$ cat src/rtl/assert_sched_pkg.sv
`default_nettype none
// ============================================================================
// Module      : assert_sched_pkg
// Description : Shared definitions for the assertion-check scheduler.
//               Holds the FSM state encoding, parameter defaults and the
//               helper used to size requester-index and counter fields.
// Revision    : 1.0 - initial release
// ============================================================================
package assert_sched_pkg;

    // Scheduler FSM states, explicitly 2 bits wide.
    typedef enum logic [1:0] {
        ST_HOLDOFF = 2'd0,
        ST_IDLE    = 2'd1,
        ST_REPORT  = 2'd2
    } state_t;

    // Parameter defaults shared by the top and any wrappers.
    localparam int C_N_REQ_DEFAULT   = 4;
    localparam int C_HOLDOFF_DEFAULT = 8;
    localparam int C_CNT_W_DEFAULT   = 8;

    // Width needed to hold an index in [0, n-1]; never narrower than 1 bit
    // so that degenerate sizes still produce a legal vector.
    function automatic int id_width(input int n);
        return (n > 1) ? $clog2(n) : 1;
    endfunction

endpackage : assert_sched_pkg
`default_nettype wire

$ cat src/rtl/assert_sched_rr.sv
`default_nettype none
// ============================================================================
// Module      : assert_sched_rr
// Description : Combinational round-robin selector. Picks the first asserted
//               request at or above the priority pointer, wrapping around.
// Ports       : req   [N_REQ-1:0] in  - pending request vector
//               ptr   [IDW-1:0]   in  - highest-priority index this cycle
//               grant [N_REQ-1:0] out - one-hot selection (zero if none)
//               idx   [IDW-1:0]   out - index of selection (zero if none)
//               any               out - at least one request pending
// Revision    : 1.0 - initial release
// ============================================================================
module assert_sched_rr #(
    parameter int N_REQ = 4,
    parameter int IDW   = 2
) (
    input  logic [N_REQ-1:0] req,
    input  logic [IDW-1:0]   ptr,
    output logic [N_REQ-1:0] grant,
    output logic [IDW-1:0]   idx,
    output logic             any
);

    // Walk N_REQ slots starting at ptr. The sum is one bit wider than an
    // index so ptr + offset cannot overflow before the modulo wrap.
    always_comb begin
        logic [IDW:0] w_sum;
        grant = '0;
        idx   = '0;
        any   = 1'b0;
        w_sum = '0;
        for (int i = 0; i < N_REQ; i++) begin
            w_sum = {1'b0, ptr} + (IDW+1)'(i);
            if (w_sum >= (IDW+1)'(N_REQ)) begin
                w_sum = w_sum - (IDW+1)'(N_REQ);
            end
            if (!any && req[w_sum[IDW-1:0]]) begin
                any                     = 1'b1;
                grant[w_sum[IDW-1:0]]   = 1'b1;
                idx                     = w_sum[IDW-1:0];
            end
        end
    end

endmodule : assert_sched_rr
`default_nettype wire

$ cat src/rtl/assert_sched.sv
`default_nettype none
// ============================================================================
// Module      : assert_sched
// Description : Guarded scheduler for runtime assertion checks. After a
//               hold-off period of enabled cycles it accepts check events
//               from N_REQ requesters in round-robin order, forwards each
//               one on a valid/ready report channel, and tracks failures in
//               a saturating counter plus per-requester sticky flags.
// Ports       : CLK          in  - clock, all state on rising edge
//               ASYNCRESETN  in  - asynchronous active-low reset
//               en           in  - global assertion enable
//               req_valid    in  - per-requester check event pending
//               req_fail     in  - per-requester check result (1 = violation)
//               req_ready    out - one-hot accept, combinational in IDLE
//               rpt_valid    out - report channel valid
//               rpt_ready    in  - report channel ready
//               rpt_id       out - index of reported requester
//               rpt_fail     out - reported check result
//               fail_cnt     out - saturating count of reported failures
//               sticky_fail  out - per-requester latched failure flags
//               armed        out - scheduler is past hold-off
// Revision    : 1.0 - initial release
// ============================================================================
module assert_sched
    import assert_sched_pkg::*;
#(
    parameter int N_REQ   = C_N_REQ_DEFAULT,
    parameter int HOLDOFF = C_HOLDOFF_DEFAULT,
    parameter int CNT_W   = C_CNT_W_DEFAULT
) (
    input  logic                       CLK,
    input  logic                       ASYNCRESETN,
    input  logic                       en,
    input  logic [N_REQ-1:0]           req_valid,
    input  logic [N_REQ-1:0]           req_fail,
    output logic [N_REQ-1:0]           req_ready,
    output logic                       rpt_valid,
    input  logic                       rpt_ready,
    output logic [id_width(N_REQ)-1:0] rpt_id,
    output logic                       rpt_fail,
    output logic [CNT_W-1:0]           fail_cnt,
    output logic [N_REQ-1:0]           sticky_fail,
    output logic                       armed
);

    localparam int IDW = id_width(N_REQ);
    localparam int HCW = id_width(HOLDOFF);

    localparam logic [HCW-1:0]   C_HOLD_LAST = HCW'(HOLDOFF - 1);
    localparam logic [IDW-1:0]   C_LAST_ID   = IDW'(N_REQ - 1);
    localparam logic [CNT_W-1:0] C_CNT_MAX   = '1;

    state_t             r_state;
    logic [HCW-1:0]     r_hold_cnt;
    logic [IDW-1:0]     r_ptr;
    logic               r_rpt_valid;
    logic [IDW-1:0]     r_rpt_id;
    logic               r_rpt_fail;
    logic [CNT_W-1:0]   r_fail_cnt;
    logic [N_REQ-1:0]   r_sticky;

    logic [N_REQ-1:0]   w_rr_grant;
    logic [IDW-1:0]     w_rr_idx;
    logic               w_rr_any;
    logic               w_grant;
    logic [IDW-1:0]     w_ptr_next;

    assert_sched_rr #(
        .N_REQ (N_REQ),
        .IDW   (IDW)
    ) u_rr (
        .req   (req_valid),
        .ptr   (r_ptr),
        .grant (w_rr_grant),
        .idx   (w_rr_idx),
        .any   (w_rr_any)
    );

    // A grant only happens in IDLE while enabled; the en=0 cycle in IDLE
    // is spent returning to hold-off instead.
    assign w_grant    = (r_state == ST_IDLE) && en && w_rr_any;
    assign w_ptr_next = (w_rr_idx == C_LAST_ID) ? '0 : w_rr_idx + IDW'(1);

    // Single FSM process; the report register, pointer, hold-off counter and
    // failure bookkeeping all update alongside the state.
    always_ff @(posedge CLK or negedge ASYNCRESETN) begin
        if (!ASYNCRESETN) begin
            r_state     <= ST_HOLDOFF;
            r_hold_cnt  <= '0;
            r_ptr       <= '0;
            r_rpt_valid <= 1'b0;
            r_rpt_id    <= '0;
            r_rpt_fail  <= 1'b0;
            r_fail_cnt  <= '0;
            r_sticky    <= '0;
        end else begin
            case (r_state)
                ST_HOLDOFF: begin
                    // Only enabled cycles count toward arming.
                    if (en) begin
                        if (r_hold_cnt == C_HOLD_LAST) begin
                            r_state    <= ST_IDLE;
                            r_hold_cnt <= '0;
                        end else begin
                            r_hold_cnt <= r_hold_cnt + HCW'(1);
                        end
                    end
                end

                ST_IDLE: begin
                    if (!en) begin
                        r_state    <= ST_HOLDOFF;
                        r_hold_cnt <= '0;
                    end else if (w_grant) begin
                        r_state     <= ST_REPORT;
                        r_rpt_valid <= 1'b1;
                        r_rpt_id    <= w_rr_idx;
                        r_rpt_fail  <= req_fail[w_rr_idx];
                        r_ptr       <= w_ptr_next;
                    end
                end

                ST_REPORT: begin
                    // The report is held regardless of en; only the
                    // handshake retires it, so nothing in flight is lost.
                    if (rpt_ready) begin
                        r_rpt_valid <= 1'b0;
                        if (r_rpt_fail) begin
                            if (r_fail_cnt != C_CNT_MAX) begin
                                r_fail_cnt <= r_fail_cnt + CNT_W'(1);
                            end
                            r_sticky[r_rpt_id] <= 1'b1;
                        end
                        if (en) begin
                            r_state <= ST_IDLE;
                        end else begin
                            r_state    <= ST_HOLDOFF;
                            r_hold_cnt <= '0;
                        end
                    end
                end

                default: begin
                    r_state     <= ST_HOLDOFF;
                    r_hold_cnt  <= '0;
                    r_rpt_valid <= 1'b0;
                end
            endcase
        end
    end

    assign req_ready   = w_grant ? w_rr_grant : '0;
    assign rpt_valid   = r_rpt_valid;
    assign rpt_id      = r_rpt_id;
    assign rpt_fail    = r_rpt_fail;
    assign fail_cnt    = r_fail_cnt;
    assign sticky_fail = r_sticky;
    assign armed       = (r_state != ST_HOLDOFF);

endmodule : assert_sched
`default_nettype wire
$ cat config.mk
export PLATFORM = sky130hd
export DESIGN_NAME = assert_sched
export DESIGN_NICKNAME = d
export VERILOG_FILES = /design/src/rtl/assert_sched_pkg.sv /design/src/rtl/assert_sched_rr.sv /design/src/rtl/assert_sched.sv
export SDC_FILE = /design/constraint.sdc
export NUM_CORES = 1
export LEC_CHECK = 0
export ABC_AREA = 1
export CAP_MARGIN = 10
export CORE_UTILIZATION = 47
export DETAILED_ROUTE_END_ITERATION = 7
export GPL_TIMING_DRIVEN = 0
export PLACE_DENSITY = 0.77
export SYNTH_ARGS = -nofsm -noshare
export SYNTH_HDL_FRONTEND = slang
export SYNTH_SLANG_ARGS = --single-unit
$ cat constraint.sdc
create_clock -name CLK -period 2.37 [get_ports CLK]
set_clock_uncertainty 0.05 [all_clocks]
set_input_delay 0.474 -clock CLK [delete_from_list [all_inputs] [get_ports CLK]]
set_output_delay 0.474 -clock CLK [all_outputs]
set_load 0.05 [all_outputs]
Yosys cells after proc, flatten, opt, wreduce, memory -nomap -nowiden
Cells that the tools add are included.
Operators by class
  add/subtract/negate cells: 10
  order comparisons: 15
  equal/unequal tests: 11
  mux-type cells: 54
  bitwise logic cells: 5
  reduce and logical (&&, ||, !) cells: 21
Operator list (count)
  two-way mux 2 bit: 14
  two-way mux 4 bit: 5
  less-than comparator 2 x 3 -> 1 bit (second input constant): 6
  two-way mux 1 bit: 18
  OR 4 bit: 4
  two-way mux 3 bit: 4
  AND reduction 4 bit: 3
  binary-select mux 1 bit (select 2 bit): 5
  demux 1 bit (select 2 bit): 5
  >= comparator 2 x 1 -> 1 bit (second input constant): 5
  logical AND 1 bit: 10
  inequality test 2 bit (second input constant): 5
  >= comparator 3 bit (second input constant): 3
  case mux 3 bit (3 select lines): 1
  adder 8 x 1 -> 8 bit (second input constant): 1
  inequality test 8 bit (second input constant): 1
  subtractor 2 x 1 -> 2 bit (second input constant): 4
  adder 2 x 2 -> 3 bit (second input constant): 2
  case mux 2 bit (3 select lines): 1
  AND reduction 3 bit: 2
  equality test 2 bit (second input constant): 2
  adder 2 x 1 -> 3 bit (second input constant): 1
  adder 3 x 1 -> 3 bit (second input constant): 1
  equality test 3 bit (second input constant): 1
  10 further kinds: 12
Storage, ports and cells
  bits in registers: 23
  input port bits: 12
  output and inout bits: 21
  logic and storage cells: 124

Longest topological paths before layout
Gate-level depths: netlist (run 1).
  depth in word-level cells: 18
  depth in mapped cells: 14
  gate-level depth less buffers: 13

By module
A second synthesis (run 1) with hierarchy kept.
Second synthesis, totals
  cell total of the unflattened synthesis: 236
  area total of the unflattened synthesis: 1773.0 um^2
By module, submodules not included
  assert_sched: instances 1, cells an instance 162, area each 1332.5 um^2, sequential area each 575.6 um^2
  assert_sched_rr: instances 1, cells an instance 74, area each 440.4 um^2, sequential area each 0.0 um^2

Least setup slack after synthesis (run 1)
Ideal clock, no wire load.
  path type: flip-flop to output port
  from: register r_ptr[0]
  to: output port req_ready[3]
  data arrival time: 1.981 ns
  required time: 1.846 ns
  path slack: -0.135 ns
  stages on the path, launching flop included: 14
  buffers on the path: 2
  path through: dfrtp_1 > buf_6 > inv_6 > ha_1 > inv_1 > nand3_1 > nand2_2 > inv_2 > nand3_4 > nand2_4 > inv_2 > buf_6 > nand2_1 > inv_1
On the way
  word-level cells in the longest chain between the ends: 16
  elaborated cells on any way between the ends: 62
  classes of those cells: 7 x add/sub; 12 x order compare; 29 x mux; 3 x bitwise; 11 x reduce/logical
RTL lines
  from (decl): line assert_sched.sv:55  | logic [IDW-1:0] r_ptr;
  from (signal assigned): line assert_sched.sv:119  | r_ptr <= w_ptr_next;
  parallel branches: the longest is 15 deep, another holds adder 2 x 1 -> 3 bit
  two-way mux 4 bit *: line assert_sched.sv:152  | assign req_ready = w_grant ? w_rr_grant : '0;
  to (decl): line assert_sched.sv:36  | output logic [N_REQ-1:0] req_ready,
Mark *: on every way between the ends. The select of a mux whose other input is x is not followed.

Worst setup path after layout (run 1)
Ends and elaborated chain as after synthesis.

==> results.md, run 1 <==
- Crit path capture type: primary output
- Max-capacitance violation count: 0
- Worst-Margin Slew: 0.985 ns
- Fmax: 381 MHz
- Setup CP Type: register to primary output
- DR WL/cell: 11.8 um
- Final Hold Fails: 0
- Worst skew pair latency: 0.31 ns
- Fin Setup TNS: -0.896 ns
- RSZ-0062 raised after global routing: true
- CTS H-tree lvls: 1
- Placed cells: 294
- Clock transition at path regs: 0.12 ns
- Final worst setup slack: -0.258 ns
- CTS sink cnt: 23
- Most used DFF post-synth: dfrtp_1
- HPWL Detailed: 2470 um
- Setup violators final: 4
- Rows: 21
- Setup Slack @ Placement: -0.931 ns
- Failing checks: setup timing
- Yosys cell types: 28
- Core ar.: 3360 um2
- Initial antenna violation count: 0
- Leakage Power: 1.17 nW
- Overall Power: 3.36 mW
- Reg-to-reg startpoint: r_state[0]
- I/O Buffers: 32
- Dpl cell area: 2080 um2
- Die Wd: 61.7 um
- Gr ovfl total: 0
- Seq/Total Area, Yosys: 34.4%
- 1st-iter DRT viols: 93
- WP data required: 1.85 ns
- Min-delay worst type: register to register
- Critical Path Start Type: register
- CP Launch Point: r_ptr[0]
- Synthesized net count: 242
- First-pass GRT wire length: 6190 um
- Period utilization: 111%
- Die area: 3810 um2
- Number of remaining DRC errors: 0
- DR vias: 1563
- Vias in the first global route: 1442
- Layout cell share with drive strength beyond 1: 21.9%
- Area Growth Syn to Fin: 37.0%
- Final non-filler cell total: 311
- Drt pass-1 iters: 4
- CP Max Fanout: 5
- Max_slew headroom: 34.1%
- P per Cell Area: 1460 nW/um2
- EDFF count, synth: 0
- Worst hold start: sticky_fail[0]
- TritonCTS clock tree: yes
- Inserted Clock Buffers: 3
- Yosys warning total: 0
- Clock buffer depth: 2
- Ys async rst share: 100%
- Largest net degree at the start of global routing: 24
- Gate Count Post-Synth: 216
- Vias/cell: 5.03
- Max Slew Vio Count: 0
- Status: finished, violations left
- IO Count: 33
- CTS root buf: clkbuf_4
- Starting Density: 49.8%
- Max VDD drop: 0.981 mV
- Fillcell total: 293
- Routed wire length: 3670 um
- Tmin final: 2.63 ns
- Nets: 292
- Final ANT Viol Nets: 0
- Die Span Y: 61.7 um
- Number of diodes: 0
- Syn_area_per_cell: 7.76 um2
- Yosys reg bits: 23
- Arr. time, crit path: 2.10 ns
- Synth Cell Area: 1680 um2
- GRT Overall Usage: 21.8%
- Final instance area: 2300 um2
- GPL Wtd Cong: 0.884
==> repair_timing <==
item / CTS / global route
resized for setup: 49 / 2
endpoints found under the hold margin: 0 / 0
pin swaps: 10 / 0
endpoints found under the setup margin: 5 / 4
setup buffers: 14 / 0
hold buffers: 0 / 0
==> sequential cells by signal, summed over array words and instances, names as in the netlist <==
register and flops:
r_ptr 2, rpt_valid 1, rpt_id 2, rpt_fail 1
fail_cnt 8, sticky_fail 4, r_state 2, r_hold_cnt 3
==> kinds of logic (layout without fill, tap and decap cells) <==
logic type,Yosys count,after routing,share of synthesized area (%)
DFF,23,23,34.4
xor gates and xnor gates,7,7,3.66
buffers and inverters,38,87,9.71
AOI/OAI and AO/OA,26,26,9.63
and+or+nand+nor,108,108,32.2
adders and majority gates,14,14,10.5
==> metrics by stage <==
step / util (%) / hold slack, ns
floorplan: - / 0.128
global placement: 61.9 / 0.410
detailed placement: 61.9 / 0.412
CTS: 68.0 / 0.448
global route: 68.3 / 0.455
finish: 68.3 / 0.440
==> cell usage after synthesis (2+ instances only) <==
library cell / instances / area share (%)
inv_2: 2 / 0.45
o21ai_1: 4 / 1.2
a22oi_1: 3 / 1.3
xor2_1: 3 / 1.6
inv_1: 33 / 7.4
o21bai_1: 4 / 1.8
xnor2_1: 4 / 2.1
nand2_1: 49 / 11
nand3_2: 3 / 1.8
o21ai_0: 6 / 1.8
nand3_1: 30 / 9.0
nor2_1: 9 / 2.0
nand4_1: 6 / 2.2
nand2_2: 6 / 2.2
buf_6: 2 / 1.3
a21oi_1: 4 / 1.2
ha_1: 14 / 10
dfrtp_1: 23 / 34
nand2_4: 2 / 1.3
==> layout by cell type (no fill, tap or decap), types with 5 or more instances in the layout <==
cell and count:
nand2_1 44, inv_1 29, clkdlybuf4s50_1 27, nand3_1 26
dfrtp_1 21, ha_1 13, buf_4 11, nand2_2 8
nor2_1 8, buf_6 6, nand3_2 6, nand4_1 6
o21ai_0 6, nand2_4 5
==> per-layer routing <==
layer | share of wire [%] | up-vias | GRT usage [%]
met1 | 46 | 703 | 30.1
met3 | 4.3 | 7 | 4.14
met5 | 0 | - | 0
met4 | 1.3 | 0 | 5.08
met2 | 49 | 45 | 35.6
li1 | - | 808 | -
==> where the power goes <==
group	total [mW]	switching, mW	internal [mW]
clock network	0.180	0.117	0.0630
registers	0.626	0.104	0.522
logic	2.55	1.58	0.972
total	3.36	1.80	1.56
==> worst max-delay path, cell delays in order (launching register included) <==
cell and delay [ns]:
dfrtp_2 0.40, buf_6 0.13, inv_8 0.04, ha_4 0.31, inv_4 0.06, nand2_4 0.06
nand2_4 0.07, nor2_8 0.13, nand2_2 0.08, inv_4 0.08, nand3_2 0.05, nand4_1 0.13
nand2_4 0.07, clkinvlp_4 0.07, buf_8 0.13
==> final cells by class <==
class | instances | area, um2 | area share, %
inverters | 36 | 156 | 6.81
flip-flops and latches | 23 | 578 | 25.2
clock buffers | 3 | 22.5 | 0.981
clock inverters | 1 | 5.00 | 0.218
repair buffers | 46 | 453 | 19.7
plain buffers | 1 | 11.3 | 0.490
multi-input cells | 155 | 1010 | 44.1
well taps | 46 | 57.6 | 2.51
==> final timing paths <==
path	endpoint	slack, ns	cells after the start
worst min-delay path	sticky_fail[0]	0.44	1
worst max register to register	fail_cnt[7]	0.32	8
min in group asynchronous	r_hold_cnt[1]	0.64	1
worst min register to register	sticky_fail[0]	0.44	1
worst max-delay path	req_ready[3]	-0.26	14
max in group asynchronous	r_ptr[0]	0.97	1
(Power assumes the default switching activity.)
==> run 2, diff against run 1 <==
- CORE_MARGIN: not set -> 5
- SLEW_MARGIN: not set -> 20
==> run 2 against run 1 <==
- the flow still finishes with violations (setup timing)
- combinational power decreased by 2%
- global-route usage decreased by 5.6 points
- critical path depth decreased by 1
- first-iteration DRC count increased by 8.6%
- count of clock-buffer cells in the layout unchanged
- via count increased by 0.64%
- total power decreased by 0.53%
- core utilization decreased by 1.4 points
- register-to-register slack got worse by 0.14 ns
- final cell count decreased by 0.32%
- critical path type unchanged
- largest cell class unchanged
- highest routed layer unchanged
==> results.md, run 2 (synthesized netlist as in run 1, its figures left out) <==
- Status: finished, violations left
- Failing checks: setup timing
- Core ar.: 3390 um2
- WP data required: 1.85 ns
- Vias/cell: 5.07
- Fin Setup TNS: -1.03 ns
- Final worst setup slack: -0.292 ns
- Area Growth Syn to Fin: 35.3%
- Register Area: 578 um2
- Most frequent cells in the layout: nand2_1 (45), inv_1 (29), nand3_1 (29)
- 1st-iter DRT viols: 101
- Initial antenna violation count: 0
- Min-delay worst type: primary input to asynchronous set/reset pin
- Inserted Clock Buffers: 3
- Reg-to-reg startpoint: r_ptr[0]
- Reg power frac: 18.8%
- Tmin final: 2.66 ns
- Max reg flops: 8
- Cell Int Power: 1.54 mW
- Max-capacitance violation count: 0
- Most common cell after layout, fill and taps aside: nand2_1
- Rows: 21
- Max Slew Vio Count: 0
- CTS sink cnt: 23
- Arr. time, crit path: 2.14 ns
- Setup CP Type: register to primary output
- Max_slew headroom: 65.0%
- First-pass GRT wire length: 6690 um
- Number of diodes: 0
- Worst-Margin Slew: 0.524 ns
- Nets: 291
- Reg2reg setup slack: 0.18 ns
- Period utilization: 112%
- GRT Overall Usage: 16.2%
- Layout cell share with drive strength beyond 1: 20.5%
- Clk pwr share: 5.9%
- P per Cell Area: 1470 nW/um2
- GPL Wtd Cong: 0.843
- Gr ovfl total: 0
- Clock transition at path regs: 0.14 ns
- HPWL Detailed: 2720 um
- CTS H-tree lvls: 1
- RSZ-0062 raised after global routing: true
- Max VDD drop: 0.758 mV
- Setup violators final: 4
- Die Span Y: 69.7 um
- Worst skew pair latency: 0.32 ns
- Overall Power: 3.34 mW
- Final Hold Fails: 0
- I/O Buffers: 32
- Die Wd: 69.7 um
- Reg2reg path depth: 16
- Setup Slack @ Placement: -0.911 ns
- Clock buffer depth: 2
- Fin Hold WS: 0.0448 ns
- Crit path capture type: primary output
- CTS root buf: clkbuf_4
- Number of remaining DRC errors: 0
- Leakage Power: 1.16 nW
- Starting Density: 49.4%
- Final ANT Viol Nets: 0
- Fmax: 376 MHz
- Largest net degree at the start of global routing: 24
- Die area: 4860 um2
- DR vias: 1573
- Critical Path Start Type: register
- Routed wire length: 3920 um
- Drt pass-1 iters: 4
- Multi-input logic area: 987 um2
- Psw: 1.79 mW
- Vias in the first global route: 1526
- Switching share of power: 53.8%
- IO Count: 33
- CP Max Fanout: 7
- TritonCTS clock tree: yes
- Comb pwr share: 75.3%
- DR WL/cell: 12.7 um
- Fillcell total: 269
- CTS Hold Bufs: 0
- R2r endpoint: rpt_fail
-- run 2: critical path: stages, from the launching register on --
cell and delay, ns:
dfrtp_2 0.45, buf_6 0.14, inv_8 0.06, ha_4 0.22
nand3_2 0.11, nand2_4 0.08, nor2_8 0.15, nand2_2 0.07
inv_2 0.08, nand3_1 0.07, nand4_1 0.12, nand2_4 0.06
clkinvlp_4 0.06, buf_8 0.13
-- run 2: stage by stage --
step / instances / cell area (um2) / util, %
after floorplan: 216 / 1700 / -
after global placement: 294 / 2080 / 61.4
after detailed placement: 294 / 2080 / 61.4
after CTS: 308 / 2240 / 66.0
after global routing: 310 / 2270 / 66.9
final: 310 / 2270 / 66.9
-- run 2: layout make-up --
| class | count | area share (%) |
|---|---|---|
| Clock buffer | 3 | 0.993 |
| Sequential cell | 23 | 25.5 |
| Tap cell | 46 | 2.54 |
| Clock inverter | 1 | 0.331 |
| Timing Repair Buffer | 45 | 19.8 |
| Buffer | 1 | 0.497 |
| Multi-Input combinational cell | 155 | 43.5 |
| Inverter | 36 | 6.79 |
-- run 2: power by group through the flow --
| stage | Clock [mW] | Combinational, mW | Sequential (mW) |
|---|---|---|---|
| 2_1_floorplan | 0 | 1.33 | 0.881 |
| 3_3_place_gp | 0 | 2.03 | 0.655 |
| 3_5_place_dp | 0 | 2.06 | 0.657 |
| 4_1_cts | 0.201 | 2.36 | 0.627 |
| 5_1_grt | 0.215 | 2.74 | 0.649 |
| 6_report | 0.197 | 2.51 | 0.628 |
-- run 2: layer usage --
layer	share of wire [%]	vias up	global-route usage (%)	wire length [um]
li1	-	799	-	-
met1	45	730	20.4	1780
met2	49	42	28.0	1910
met3	5.5	2	5.22	214
met4	0.33	0	1.70	13
met5	0	-	0	0
-- run 2: worst max path at each step --
stage | start | end | slack [ns]
floorplan | r_ptr[0] | req_ready[0] | -0.05
global placement | req_valid[2] | req_ready[3] | -0.91
detailed placement | req_valid[2] | req_ready[3] | -0.91
CTS | r_ptr[0] | req_ready[3] | -0.26
global route | r_ptr[0] | req_ready[3] | -0.39
finish | r_ptr[0] | req_ready[3] | -0.29
-- run 2: repair_timing --
action | 4_1_cts | 5_1_grt
pin swaps | 8 | 1
gates cloned | 0 | 0
buffers inserted | 11 | 2
resized for setup | 42 | 2
endpoints found under the setup margin | 5 | 4
==> run 3, diff against run 2 <==
- PLACE_DENSITY: 0.77 -> 0.84
- SLEW_MARGIN: 20 -> 5
==> run 3 against run 2 <==
- the run still ends with setup timing left
- combinational power increased by 2%
- count of clock-buffer cells in the layout unchanged
- fmax increased by 2.4%
- hold slack improved by 0.40 ns
- register-to-register slack about the same
- final cell count increased by 0.97%
- global-route usage increased by 0.71 points
- clock power decreased by 8%
- routed wire length increased by 2.9%
- largest power group unchanged
==> results.md, run 3 (synthesized netlist as in run 1, its figures left out) <==
- DR vias: 1595
- Hold Path Cell Cnt: 1
- Reg2reg path depth: 14
- Leakage Power: 1.17 nW
- Placed cells: 294
- Routed wire length: 4040 um
- CTS sink cnt: 23
- Max-capacitance violation count: 0
- Setup CP Type: register to primary output
- Min-delay worst type: register to register
- Arr. time, crit path: 2.08 ns
- Worst hold path endpoint: sticky_fail[2]
- Drt pass-1 iters: 4
- Vias in the first global route: 1515
- Period utilization: 110%
- Worst-Margin Slew: 0.985 ns
- CTS root buf: clkbuf_4
- RSZ-0062 raised after global routing: true
- Cell Int Power: 1.55 mW
- R2r endpoint: r_ptr[1]
- Status: finished, violations left
- Reg-to-reg startpoint: r_ptr[0]
- Max VDD drop: 0.767 mV
- 1st-iter DRT viols: 105
- Most frequent cells in the layout: nand2_1 (44), inv_1 (29), nand3_1 (27)
- Clk pwr share: 5.4%
- CTS H-tree lvls: 1
- Critical Path Start Type: register
- DR WL/cell: 12.9 um
- IO Count: 33
- Number of diodes: 0
- Die area: 4860 um2
- Switching share of power: 53.8%
- First-pass GRT wire length: 6870 um
- Worst hold start: sticky_fail[2]
- Crit path capture type: primary output
- Final worst setup slack: -0.230 ns
- Clock transition at path regs: 0.13 ns
- CTS Hold Bufs: 0
- Fin Hold WS: 0.445 ns
- P per Cell Area: 1470 nW/um2
- Rows: 21
- HPWL Detailed: 2810 um
- Starting Density: 49.4%
- I/O Buffers: 32
- Final ANT Viol Nets: 0
- Gr ovfl total: 0
- Layout cell share with drive strength beyond 1: 22.1%
- GRT Overall Usage: 16.9%
- Worst skew pair latency: 0.31 ns
- Max reg flops: 8
- Final Hold Fails: 0
- Area Growth Syn to Fin: 36.7%
- Comb pwr share: 76.0%
- CP Max Fanout: 6
- Die Wd: 69.7 um
- TritonCTS clock tree: yes
- Clock buffer depth: 2
- Setup violators final: 4
- Vias/cell: 5.10
- Nets: 294
- Tmin final: 2.60 ns
- Util after Layout: 67.6%
- Most common cell after layout, fill and taps aside: nand2_1
- GPL Wtd Cong: 0.836
- Fmax: 385 MHz
- WP data required: 1.85 ns
- Number of remaining DRC errors: 0
- Core ar.: 3390 um2
- Largest net degree at the start of global routing: 24
- Failing checks: setup timing
- Initial antenna violation count: 0
- Max_slew headroom: 34.1%
- Setup Slack @ Placement: -0.940 ns
- Final non-filler cell total: 313
- Max Slew Vio Count: 0
- Die Span Y: 69.7 um
- Reg2reg setup slack: 0.19 ns
- Reg power frac: 18.6%
- Inserted Clock Buffers: 3
- Psw: 1.81 mW
==> run 3: cell count changes in the layout (fill, tap and decap cells not counted), moves of 2 or more <==
cell           delta
buf_12            -2
buf_4             +4
dlygate4sd2_1     +2
nand3_1           -2
==> run 3: repair_timing <==
action	in CTS	in global routing
pin swaps	10	2
resized for setup	50	2
endpoints found under the setup margin	5	4
buffers inserted	16	0
==> run 3: power by group through the flow <==
stage	Combinational (mW)	Sequential (mW)	Clock, mW
floorplan	1.33	0.881	0
global placement	2.01	0.654	0
detailed placement	2.06	0.656	0
CTS	2.49	0.627	0.186
global route	2.77	0.650	0.206
finish	2.56	0.627	0.182
==> run 3: worst max path at each step <==
stage	from	endpoint	slack (ns)	depth (start not counted)
floorplan	r_ptr[0]	req_ready[0]	-0.05	12
global placement	req_valid[2]	req_ready[3]	-0.91	13
detailed placement	req_valid[2]	req_ready[3]	-0.94	13
CTS	r_ptr[0]	req_ready[3]	-0.22	14
global route	r_ptr[0]	req_ready[3]	-0.36	14
finish	r_ptr[0]	req_ready[3]	-0.23	14
==> run 3: critical path, cell delays in order (launching register included) <==
cell,delay [ns]
dfrtp_2,0.40
buf_6,0.12
inv_8,0.04
ha_4,0.31
inv_4,0.05
nand2_4,0.06
nand2_4,0.07
nor2_8,0.12
nand2_2,0.06
inv_2,0.09
nand3_2,0.06
nand4_1,0.11
nand2_4,0.06
clkinvlp_4,0.07
buf_8,0.13
==> run 3: cell type report <==
| cell class | count | area, um2 |
|---|---|---|
| flip-flops and latches | 23 | 578 |
| repair buffers | 48 | 453 |
| inverters | 36 | 156 |
| clock inverters | 1 | 5.00 |
| clock buffers | 3 | 22.5 |
| fillers | 263 | 1100 |
| multi-input cells | 155 | 1010 |
| well taps | 46 | 57.6 |
| plain buffers | 1 | 11.3 |
==> run 3: routing by layer <==
layer  vias to the layer above  global-route usage (%)  wire [um]
met3                         6                    3.48        177
li1                        807                       -          -
met4                         0                    5.53         57
met5                         -                       0          0
met2                        36                    29.1       2000
met1                       746                    21.0       1800
==> run 3: through the flow <==
stage	setup TNS (ns)	area [um2]	total power, mW
4_1_cts	-0.741	2290	3.30
6_report	-0.823	2290	3.36
2_1_floorplan	-0.208	1700	2.22
3_5_place_dp	-3.69	2080	2.72
5_1_grt	-1.35	2290	3.62
3_3_place_gp	-3.54	2080	2.66
